==> config.mk <==
export PLATFORM = sky130hd
export DESIGN_NAME = seq_det_prog
export DESIGN_NICKNAME = d
export VERILOG_FILES = /design/src/rtl/seq_det_prog.sv
export SDC_FILE = /design/constraint.sdc
export NUM_CORES = 1
export LEC_CHECK = 0
export CAP_MARGIN = 20
export CORE_ASPECT_RATIO = 0.8
export CORE_MARGIN = 2
export CORE_UTILIZATION = 40
export DETAILED_ROUTE_END_ITERATION = 10
export HOLD_SLACK_MARGIN = 0.08
export MAX_ROUTING_LAYER = met4
export PLACE_DENSITY = 0.65
export SYNTH_ARGS = -nofsm -noshare
export SYNTH_HDL_FRONTEND = slang
export SYNTH_SLANG_ARGS = --single-unit
==> constraint.sdc <==
create_clock -name clk -period 3.3 [get_ports clk]
set_input_delay 0.33 -clock clk [delete_from_list [all_inputs] [get_ports clk]]
set_output_delay 0.33 -clock clk [all_outputs]
set_load 0.02 [all_outputs]
==> src/rtl/seq_det_prog.sv <==
// seq_det_prog: programmable serial sequence detector with saturating match counter.
// Define SEQ_DET_MASK_EN to add a per-bit don't-care mask (mask_i) latched with the pattern.
module seq_det_prog #(
  parameter int SEQ_LEN = 4,
  parameter int CNT_W = 16,
  parameter logic [SEQ_LEN-1:0] DEFAULT_PATTERN = 4'b1011
) (
  input  logic               clk,
  input  logic               rst,
  input  logic               valid_i,
  input  logic               data_i,
  input  logic [SEQ_LEN-1:0] pattern_i,
`ifdef SEQ_DET_MASK_EN
  input  logic [SEQ_LEN-1:0] mask_i,
`endif
  input  logic               pattern_ld_i,
  input  logic               overlap_i,
  input  logic               cnt_clr_i,
  output logic               detect_o,
  output logic [CNT_W-1:0]   match_cnt_o
);
  localparam int FW = $clog2(SEQ_LEN);
  localparam logic [FW-1:0] LAST = FW'(SEQ_LEN - 1);
  typedef enum logic {FILL, ARMED} state_t;
  state_t state_q, state_d;
  logic [SEQ_LEN-2:0] hist_q, hist_d;
  logic [FW-1:0] fill_q, fill_d;
  logic [SEQ_LEN-1:0] pat_q, pat_d, mask_q, cand;
  logic [CNT_W-1:0] cnt_d;
  logic match;
`ifdef SEQ_DET_MASK_EN
  logic [SEQ_LEN-1:0] mask_d;
  always_ff @(posedge clk)
    mask_q <= rst ? '1 : mask_d;
  assign mask_d = pattern_ld_i ? mask_i : mask_q;
`else
  assign mask_q = '1;
`endif
  assign cand = {hist_q, data_i};
  assign match = valid_i && !pattern_ld_i && state_q == ARMED && ((cand ^ pat_q) & mask_q) == '0;
  always_comb begin
    state_d = state_q;
    hist_d = hist_q;
    fill_d = fill_q;
    pat_d = pat_q;
    if (pattern_ld_i) begin
      pat_d = pattern_i;
      hist_d = '0;
      fill_d = '0;
    end else if (valid_i) begin
      hist_d = (match && !overlap_i) ? '0 : cand[SEQ_LEN-2:0];
      fill_d = (match && !overlap_i) ? '0 : (fill_q == LAST) ? LAST : fill_q + 1'b1;
    end
    state_d = (fill_d == LAST) ? ARMED : FILL;
    cnt_d = cnt_clr_i ? CNT_W'(match) : (match && match_cnt_o != '1) ? match_cnt_o + 1'b1 : match_cnt_o;
  end
  always_ff @(posedge clk) begin
    if (rst) begin
      state_q <= FILL;
      hist_q <= '0;
      fill_q <= '0;
      pat_q <= DEFAULT_PATTERN;
      detect_o <= 1'b0;
      match_cnt_o <= '0;
    end else begin
      state_q <= state_d;
      hist_q <= hist_d;
      fill_q <= fill_d;
      pat_q <= pat_d;
      detect_o <= match;
      match_cnt_o <= cnt_d;
    end
  end
endmodule

==> impl_metrics.json, run 1 <==
{
  "outcome": "finished, final reports clean",
  "rr_startpoint": "hist_q[0]$_SDFFE_PP0P_",
  "dpl_cell_area_um2": 1580,
  "slowest_stage": "clkdlybuf4s50_1",
  "place.port_buffers": 27,
  "skew_ps": 1.322,
  "wl_mm": 2.757,
  "post_drt_wl_per_cell_um": 13.13,
  "hold_violations": 0,
  "tightestPinTransition_ps": 514.5,
  "maxSlewHeadroom_pct": 65.44,
  "synth_ff_type": "dfxtp_1",
  "crit_chain": "clkdlybuf4s50_1 -> nand4b_4 -> or3_1 -> or4_1 -> a21oi_1",
  "cts_resized": 0,
  "cp.required_ps": 3500,
  "synth_edf_count": 0,
  "worstSetupStartpointType": "primary input",
  "synth-seq-cells": 27,
  "synth.largest_area_cell": "dfxtp_1",
  "drc_errors": 0,
  "final_area_um2": 1625,
  "fillers": 277,
  "routed-via-count": 1190,
  "dieArea_um2": 3701,
  "grtUsageTotal_pct": 17.71,
  "layout_common_cells": "dfxtp_1 (27), clkdlybuf4s50_1 (27), nor2_1 (17)",
  "ys_async_sr_fraction_pct": 0,
  "numCtsBuffers": 3,
  "gp_congestion": 0.9257,
  "cts_sinks": 27,
  "viasPerCell": 5.667,
  "ioPinCount": 28,
  "grt_pass1_vias": 1072,
  "worstHoldEndpoint": "state_q$_SDFF_PP0_",
  "fp.dieW_um": 67.52,
  "diodes": 0,
  "tns_ps": 0,
  "worstRegToRegCells": 5,
  "post-place-ws_ps": 691.7,
  "syn_avg_cell_area_um2": 8.844,
  "yosysWarnings": 0,
  "die_h_um": 54.82,
  "r2r_end": "match_cnt_o[13]$_SDFFE_PP0P_",
  "p_leak_nw": 0.5277,
  "setup_ws_ps": 950.2,
  "clock_latency_ps": 260,
  "grt_pass1_wl_mm": 4.761,
  "yosys-top-cells-area": "dfxtp_1 (42%), nor2_1 (4.9%), xnor2_1 (4.1%)",
  "cts_root_buffer": "clkbuf_8",
  "total_power_uw": 551.1,
  "regArea_um2": 540.5,
  "yosys.area.top_type_share_pct": 41.86,
  "critical_path.max_stage_delay_ps": 710,
  "grt_max_degree": 17,
  "dp_hpwl_mm": 2.160,
  "power_density_nw_per_um2": 339.1,
  "cts_tree": "built",
  "cts_setup_buffers": 0,
  "rows": 18,
  "ctsHoldBuffers": 0,
  "maxCapViolCount": 0,
  "netlist_area_um2": 1291,
  "syn_inst": 146,
  "drv_slew": 0,
  "setup_viol": 0,
  "clock_path_buffers": 2,
  "grt_antenna_before_repair": 0,
  "rsz0062_at_grt": "no",
  "cts_max_level": 1,
  "start_util_pct": 41.85,
  "drive_gt1_share_pct": 4.706,
  "ys_types": 36,
  "hp-class": "flop to flop",
  "fin_crit_ps": 2350,
  "postRouteAntennaNets": 0,
  "critical_path.max_fanout": 16,
  "criticalPathCategory": "primary input to flop",
  "worst_ir_drop_vdd_mv": 0.2143,
  "fmax_mhz": 425.6,
  "yosysSeqAreaShare_pct": 41.86,
  "clkSlewWorstSetupHoldPaths_ps": 80,
  "holdCritStartpoint": "fill_q[1]$_SDFF_PP0_",
  "multi_input_area_um2": 711.9,
  "rrSetupSlack_ps": 1150,
  "synth_nets": 158,
  "min_period_over_period_pct": 71.21,
  "drt_iter0_markers": 54,
  "grt_overflow": 0,
  "cp-end-kind": "flop",
  "area_delta_synth_final_pct": 25.87,
  "holdPathStages": 1,
  "worstPathArrival_ps": 2550,
  "core_area_um2": 3085,
  "drtPass1Iterations": 4,
  "layout.nets": 183
}
==> stage by stage <==
stage	cells	utilization [%]	hold slack, ps
after floorplan	146	-	447.9
after global placement	206	51.22	468.4
after detailed placement	206	51.22	483.5
after CTS	210	52.68	501.6
after global routing	210	52.68	533.2
final	210	52.68	499.3
==> worst max-delay path: cells and delay by family <==
kind	cells	cell delay, ps
buffers and inverters	1	710
AOI/OAI and AO/OA	1	150
and+or+nand+nor	3	1350
==> flip-flops by register name (all words and copies together), names as in the netlist <==
register and flops:
match_cnt_o 16, detect_o 1, hist_q 3, pat_q 4, fill_q 2, state_q 1
==> worst max path at each step <==
stage / startpoint / end / slack, ps / cells past startpoint
floorplan: match_cnt_o[0]$_SDFFE_PP0P_ / match_cnt_o[13]$_SDFFE_PP0P_ / 1410 / 7
global placement: valid_i / match_cnt_o[9]$_SDFFE_PP0P_ / 770 / 5
detailed placement: valid_i / match_cnt_o[13]$_SDFFE_PP0P_ / 690 / 5
CTS: valid_i / match_cnt_o[13]$_SDFFE_PP0P_ / 970 / 5
global route: data_i / match_cnt_o[13]$_SDFFE_PP0P_ / 800 / 6
finish: valid_i / match_cnt_o[13]$_SDFFE_PP0P_ / 950 / 5
==> metal layers <==
metal | track usage (%) | up-vias | wire, µm
li1 | - | 597 | -
met1 | 23.90 | 549 | 1350
met2 | 26.63 | 42 | 1226
met3 | 4.527 | 2 | 171
met4 | 4.082 | 0 | 8
met5 | - | - | 0
==> synthesized netlist by cell type, drive strengths merged (2+ instances only) <==
master / number
and4: 2
and2: 3
clkbuf: 4
mux2i: 5
or2: 2
nor3: 2
o21ai: 4
buf: 3
nor2b: 3
nand3: 5
nand4: 8
or4: 4
nor4: 4
a21oi: 9
xnor2: 7
nand2: 9
dfxtp: 27
nand4b: 2
a211o: 3
o31ai: 5
nor2: 17
inv: 2
or3: 6
==> logic make-up after synthesis <==
logic type,share of synthesized area (%)
compound gates,15.31
xor+xnor,5.330
fa+ha+maj,0.9688
buf+inv,3.003
flops,41.86
mux,3.876
simple gates,29.65
==> where the power goes <==
| part | internal (mW) | switching (mW) |
|---|---|---|
| Clock | 0.0862 | 0.0906 |
| Combinational | 0.0221 | 0.0185 |
| Sequential | 0.330 | 0.00353 |
| Total | 0.438 | 0.113 |
==> area by class of cell <==
type / instances / area share, %
well taps: 40 / 3.079
clock buffers: 4 / 2.771
repair buffers: 27 / 16.63
flip-flops and latches: 27 / 33.26
multi-input cells: 110 / 43.80
inverters: 2 / 0.4619
Note: power is estimated with default switching activity, not from simulation.
==> run 2: changes to the inputs <==
- clock period: 3.3 -> 2.3 ns (I/O delays scaled with it)
==> run 2 against run 1 <==
Against the previous run: cell count is 2.9% higher; via count is 2.8% higher; global-route usage is 2.6 points higher; register-to-register slack worse by 900 ps; die area stayed put; routed wire length is 13% higher; critical path depth is 2 higher; sequential share of layout area is 1.0 points lower; cell area is 3.2% higher; hold slack worse by 3.2 ps; non-clock buffer count is 6 higher; setup slack worse by 700 ps.
==> impl_metrics.json, run 2 (synthesis results as in run 1) <==
{
  "sw_frac_of_total_pct": 22.16,
  "cts_root_buffer": "clkbuf_8",
  "critical_path.max_fanout": 9,
  "cp-end-kind": "flop",
  "postRouteAntennaNets": 0,
  "power_frac_comb_pct": 7.7,
  "critical_path.top_delay_family": "simple AND/OR/NAND/NOR gates",
  "final_area_um2": 1678,
  "holdCritStartpoint": "fill_q[1]$_SDFF_PP0_",
  "grt_max_degree": 16,
  "clock_latency_ps": 280,
  "holdPathStages": 1,
  "ioPinCount": 28,
  "dpl_cell_area_um2": 1625,
  "dieArea_um2": 3701,
  "grt_pass1_vias": 1129,
  "cp.required_ps": 2510,
  "criticalPathCategory": "flop to flop",
  "fillers": 279,
  "maxSlewHeadroom_pct": 69.43,
  "worst_ir_drop_vdd_mv": 0.2749,
  "crit_buf_inv": 1,
  "hold_violations": 0,
  "grtUsageTotal_pct": 20.33,
  "diodes": 0,
  "worstRegToRegCells": 7,
  "setup_viol": 0,
  "power_frac_seq_pct": 59.2,
  "grt_antenna_before_repair": 0,
  "drv_slew": 0,
  "numCtsBuffers": 3,
  "maxCapViolCount": 0,
  "place.port_buffers": 27,
  "core_area_um2": 3085,
  "tightestPinTransition_ps": 457.2,
  "critical_path.max_stage_delay_ps": 460,
  "skew_ps": 7.718,
  "drtPass1Iterations": 4,
  "tns_ps": 0,
  "grt_overflow": 0,
  "dp_hpwl_mm": 2.328,
  "top_register": "match_cnt_o",
  "rows": 18,
  "rrSetupSlack_ps": 250,
  "hp-class": "flop to flop",
  "r2r_end": "match_cnt_o[3]$_SDFFE_PP0P_",
  "largest_registers": "match_cnt_o x16, pat_q x4, hist_q x3",
  "cts_sinks": 27,
  "viasPerCell": 5.662,
  "die_h_um": 54.82,
  "worstSetupStartpointType": "flop",
  "rr_startpoint": "match_cnt_o[0]$_SDFFE_PP0P_",
  "drive_gt1_share_pct": 9.091,
  "worstHoldEndpoint": "state_q$_SDFF_PP0_",
  "clkSlewWorstSetupHoldPaths_ps": 90,
  "layout_common_cells": "dfxtp_1 (27), clkdlybuf4s50_1 (27), nor2_1 (17)",
  "post_drt_wl_per_cell_um": 14.40,
  "grt_pass1_wl_mm": 5.430,
  "largest_reg_flops": 16,
  "postLayoutCoreUtil_pct": 54.38,
  "p_switching_uw": 179.3,
  "outcome": "finished, final reports clean",
  "p_leak_nw": 0.5581,
  "min_period_over_period_pct": 89.04,
  "rsz0062_at_grt": "no",
  "crit_chain": "ha_1 -> nand3_1 -> nor4_2 -> or3_1 -> buf_4 -> or3_1 -> a21oi_1",
  "place_inst": 212,
  "routed-via-count": 1223,
  "p_int_uw": 629.8,
  "fin_crit_ps": 2048,
  "clock_path_buffers": 2,
  "cp_common_cell": "or3_1",
  "pwr-share-clk_pct": 33.1,
  "drt_iter0_markers": 54,
  "cts_max_level": 1,
  "fmax_mhz": 488.3,
  "power_density_nw_per_um2": 482.2,
  "start_util_pct": 41.85,
  "slowest_stage": "or3_1",
  "drc_errors": 0,
  "layout.nets": 189,
  "cts_tree": "built",
  "post_layout_nonfiller_instances": 216,
  "fp.dieW_um": 67.52,
  "gp_congestion": 0.9482,
  "worstPathArrival_ps": 2260,
  "area_delta_synth_final_pct": 29.94,
  "total_power_uw": 809.1,
  "ctsHoldBuffers": 0,
  "wl_mm": 3.110
}
[run 2: layout make-up]
class	instances	area, µm²	area share [%]
repair buffers	33	315.3	18.79
clock inverters	1	5.005	0.2983
inverters	2	7.507	0.4474
multi-input cells	110	718.2	42.80
flip-flops and latches	27	540.5	32.21
well taps	40	50.05	2.983
clock buffers	3	41.29	2.461
[run 2: timing repair]
item                                   in CTS  in global routing
gates resized for setup                     0                  1
buffers inserted                            0                  0
endpoints found under the hold margin       0                  0
setup endpoints to repair                   0                  5
[run 2: metal layers]
layer,track usage [%],vias up,wire length (µm)
li1,-,602,-
met1,27.68,584,1565
met2,30.39,33,1380
met3,4.733,4,131
met4,5.102,0,34
met5,-,-,0
[run 2: how the worst max path moves through the flow]
stage	to	cells after the start	startpoint	slack, ps
floorplan	match_cnt_o[13]$_SDFFE_PP0P_	7	match_cnt_o[0]$_SDFFE_PP0P_	410
global placement	match_cnt_o[6]$_SDFFE_PP0P_	7	data_i	110
detailed placement	match_cnt_o[3]$_SDFFE_PP0P_	7	data_i	50
CTS	match_cnt_o[3]$_SDFFE_PP0P_	6	match_cnt_o[3]$_SDFFE_PP0P_	180
global route	match_cnt_o[3]$_SDFFE_PP0P_	6	match_cnt_o[3]$_SDFFE_PP0P_	80
finish	match_cnt_o[3]$_SDFFE_PP0P_	7	match_cnt_o[0]$_SDFFE_PP0P_	250
[run 2: power groups by stage]
| stage | logic (mW) | registers [mW] | clock network (mW) |
|---|---|---|---|
| 2_1_floorplan | 0.0355 | 0.489 | 0 |
| 3_3_place_gp | 0.0602 | 0.490 | 0 |
| 6_report | 0.0626 | 0.479 | 0.268 |
| 4_1_cts | 0.0624 | 0.479 | 0.273 |
| 3_5_place_dp | 0.0621 | 0.490 | 0 |
| 5_1_grt | 0.0689 | 0.480 | 0.297 |
[run 2: worst register-to-register path, cell delays in order (launching register included)]
cell and delay (ps):
dfxtp_1 360, ha_1 270, nand3_1 120, nor4_2 60
or3_1 460, buf_4 220, or3_1 340, a21oi_1 150
[run 2: metrics by stage]
| stage | setup WS (ps) | hold slack, ps |
|---|---|---|
| 3_3_place_gp | 105.6 | 464.5 |
| 3_5_place_dp | 53.93 | 488.4 |
| 6_report | 252.1 | 496.1 |
| 4_1_cts | 183.3 | 497.8 |
| 5_1_grt | 83.66 | 516.1 |
| 2_1_floorplan | 405.7 | 347.9 |
==> run 3: changes to the inputs <==
- CORE_UTILIZATION: 40 -> 29
- PLACE_DENSITY: 0.65 -> not set
==> run 3 against run 2 <==
Against the previous run: clock skew decreased by 4.4 ps; clock power increased by 3%; global-route usage decreased by 6.6 points; largest cell class unchanged; largest power group unchanged.
==> impl_metrics.json, run 3 (synthesis results as in run 1) <==
{
  "outcome": "finished, final reports clean",
  "fillers": 410,
  "ctsHoldBuffers": 0,
  "power_density_nw_per_um2": 478.6,
  "layout_common_cells": "dfxtp_1 (27), clkdlybuf4s50_1 (27), nor2_1 (17)",
  "fp.dieW_um": 78.61,
  "drc_errors": 0,
  "cts_resized": 0,
  "cp-end-kind": "flop",
  "postLayoutCoreUtil_pct": 40.34,
  "worstPathArrival_ps": 2240,
  "drtPass1Iterations": 4,
  "area_delta_synth_final_pct": 32.17,
  "drv_slew": 0,
  "clock_path_buffers": 2,
  "hold_violations": 0,
  "core_area_um2": 4230,
  "rr_startpoint": "match_cnt_o[4]$_SDFFE_PP0P_",
  "clock_latency_ps": 270,
  "setup_viol": 0,
  "gp_congestion": 0.8621,
  "min_period_over_period_pct": 88.35,
  "fin_crit_ps": 2032,
  "layout.nets": 191,
  "holdCritStartpoint": "fill_q[1]$_SDFF_PP0_",
  "r2r_end": "match_cnt_o[6]$_SDFFE_PP0P_",
  "clkSlewWorstSetupHoldPaths_ps": 90,
  "dp_hpwl_mm": 2.395,
  "place.port_buffers": 27,
  "cts_root_buffer": "clkbuf_8",
  "numCtsBuffers": 3,
  "ioPinCount": 28,
  "rows": 21,
  "gr-max-usage-layer": "met2",
  "start_util_pct": 30.52,
  "grt_use_met2_pct": 19.66,
  "tightestPinTransition_ps": 603.6,
  "viasPerCell": 5.187,
  "grt_antenna_before_repair": 0,
  "gr-usage-met1_pct": 19.56,
  "hp-class": "flop to flop",
  "p_leak_nw": 0.5649,
  "grt_pass1_wl_mm": 5.395,
  "skew_ps": 3.335,
  "grt_overflow": 0,
  "fmax_mhz": 492.1,
  "drive_gt1_share_pct": 8.989,
  "cts_max_level": 1,
  "die_h_um": 63.68,
  "rsz0062_at_grt": "no",
  "criticalPathCategory": "flop to flop",
  "cts_setup_buffers": 0,
  "grt_max_degree": 15,
  "worst_ir_drop_vdd_mv": 0.3096,
  "critical_path.max_fanout": 8,
  "maxCapViolCount": 0,
  "rrSetupSlack_ps": 270,
  "worstHoldEndpoint": "fill_q[1]$_SDFF_PP0_",
  "drt_iter0_markers": 47,
  "wl_mm": 3.144,
  "cts_tree": "built",
  "diodes": 0,
  "maxSlewHeadroom_pct": 59.39,
  "cts_sinks": 27,
  "postRouteAntennaNets": 0,
  "dieArea_um2": 5006,
  "post_drt_wl_per_cell_um": 13.38,
  "post-place-ws_ps": 91.41,
  "grt_pass1_vias": 1177,
  "use_met3_pct": 2.579,
  "largest_reg_flops": 16,
  "tns_ps": 0,
  "routed-via-count": 1219,
  "setup_ws_ps": 268.0,
  "top_register": "match_cnt_o",
  "cp.required_ps": 2510,
  "grtUsageTotal_pct": 13.72,
  "holdPathStages": 2,
  "worstRegToRegCells": 6,
  "worstSetupStartpointType": "flop",
  "largest_registers": "match_cnt_o x16, pat_q x4, hist_q x3"
}
==> run 3: cell count changes in the layout (fill, tap and decap cells not counted), sizes merged <==
cell and delta:
clkinv -1, buf +2, clkbuf +1
==> run 3: area by class of cell <==
cell class | count | area, µm² | area share, %
clock buffers | 4 | 45.04 | 2.639
well taps | 57 | 71.32 | 4.179
flip-flops and latches | 27 | 540.5 | 31.67
multi-input cells | 110 | 711.9 | 41.72
inverters | 2 | 7.507 | 0.4399
repair buffers | 35 | 330.3 | 19.35
==> run 3: how the worst max path moves through the flow <==
stage                                 from                           end  slack [ps]
2_1_floorplan  match_cnt_o[0]$_SDFFE_PP0P_  match_cnt_o[13]$_SDFFE_PP0P_         410
3_3_place_gp                        data_i   match_cnt_o[7]$_SDFFE_PP0P_         130
3_5_place_dp                        data_i   match_cnt_o[9]$_SDFFE_PP0P_          90
4_1_cts        match_cnt_o[3]$_SDFFE_PP0P_  match_cnt_o[15]$_SDFFE_PP0P_         280
5_1_grt        match_cnt_o[0]$_SDFFE_PP0P_   match_cnt_o[3]$_SDFFE_PP0P_           2
6_report       match_cnt_o[4]$_SDFFE_PP0P_   match_cnt_o[6]$_SDFFE_PP0P_         270
==> run 3: metrics by stage <==
stage	area, µm²	total power, mW	hold slack [ps]	std cells
detailed placement	1662	0.5520	483.8	231
global placement	1662	0.5505	461.4	231
CTS	1707	0.8231	506.6	235
finish	1707	0.8168	502.2	235
global route	1707	0.8458	530.7	235
floorplan	1291	0.5241	347.9	146
==> run 3: worst max-delay path, stage by stage (launching register included) <==
cell	delay, ps
dfxtp_1	460
nand4_1	180
nor4_1	600
or3_1	330
buf_4	180
o21ai_0	90
a21oi_1	130
==> run 3: where the power goes <==
part	switching, mW	total [mW]	internal, mW
Combinational	0.0278	0.0623	0.0345
Sequential	0.00499	0.479	0.474
Clock	0.151	0.276	0.124
Total	0.184	0.817	0.633
==> run 3: routing by layer <==
| metal | vias to the layer above | wire length, µm | share of wire (%) |
|---|---|---|---|
| met2 | 35 | 1353 | 43 |
| met5 | - | 0 | 0 |
| met1 | 570 | 1583 | 50 |
| met4 | 0 | 51 | 1.6 |
| li1 | 610 | - | - |
| met3 | 4 | 156 | 5.0 |
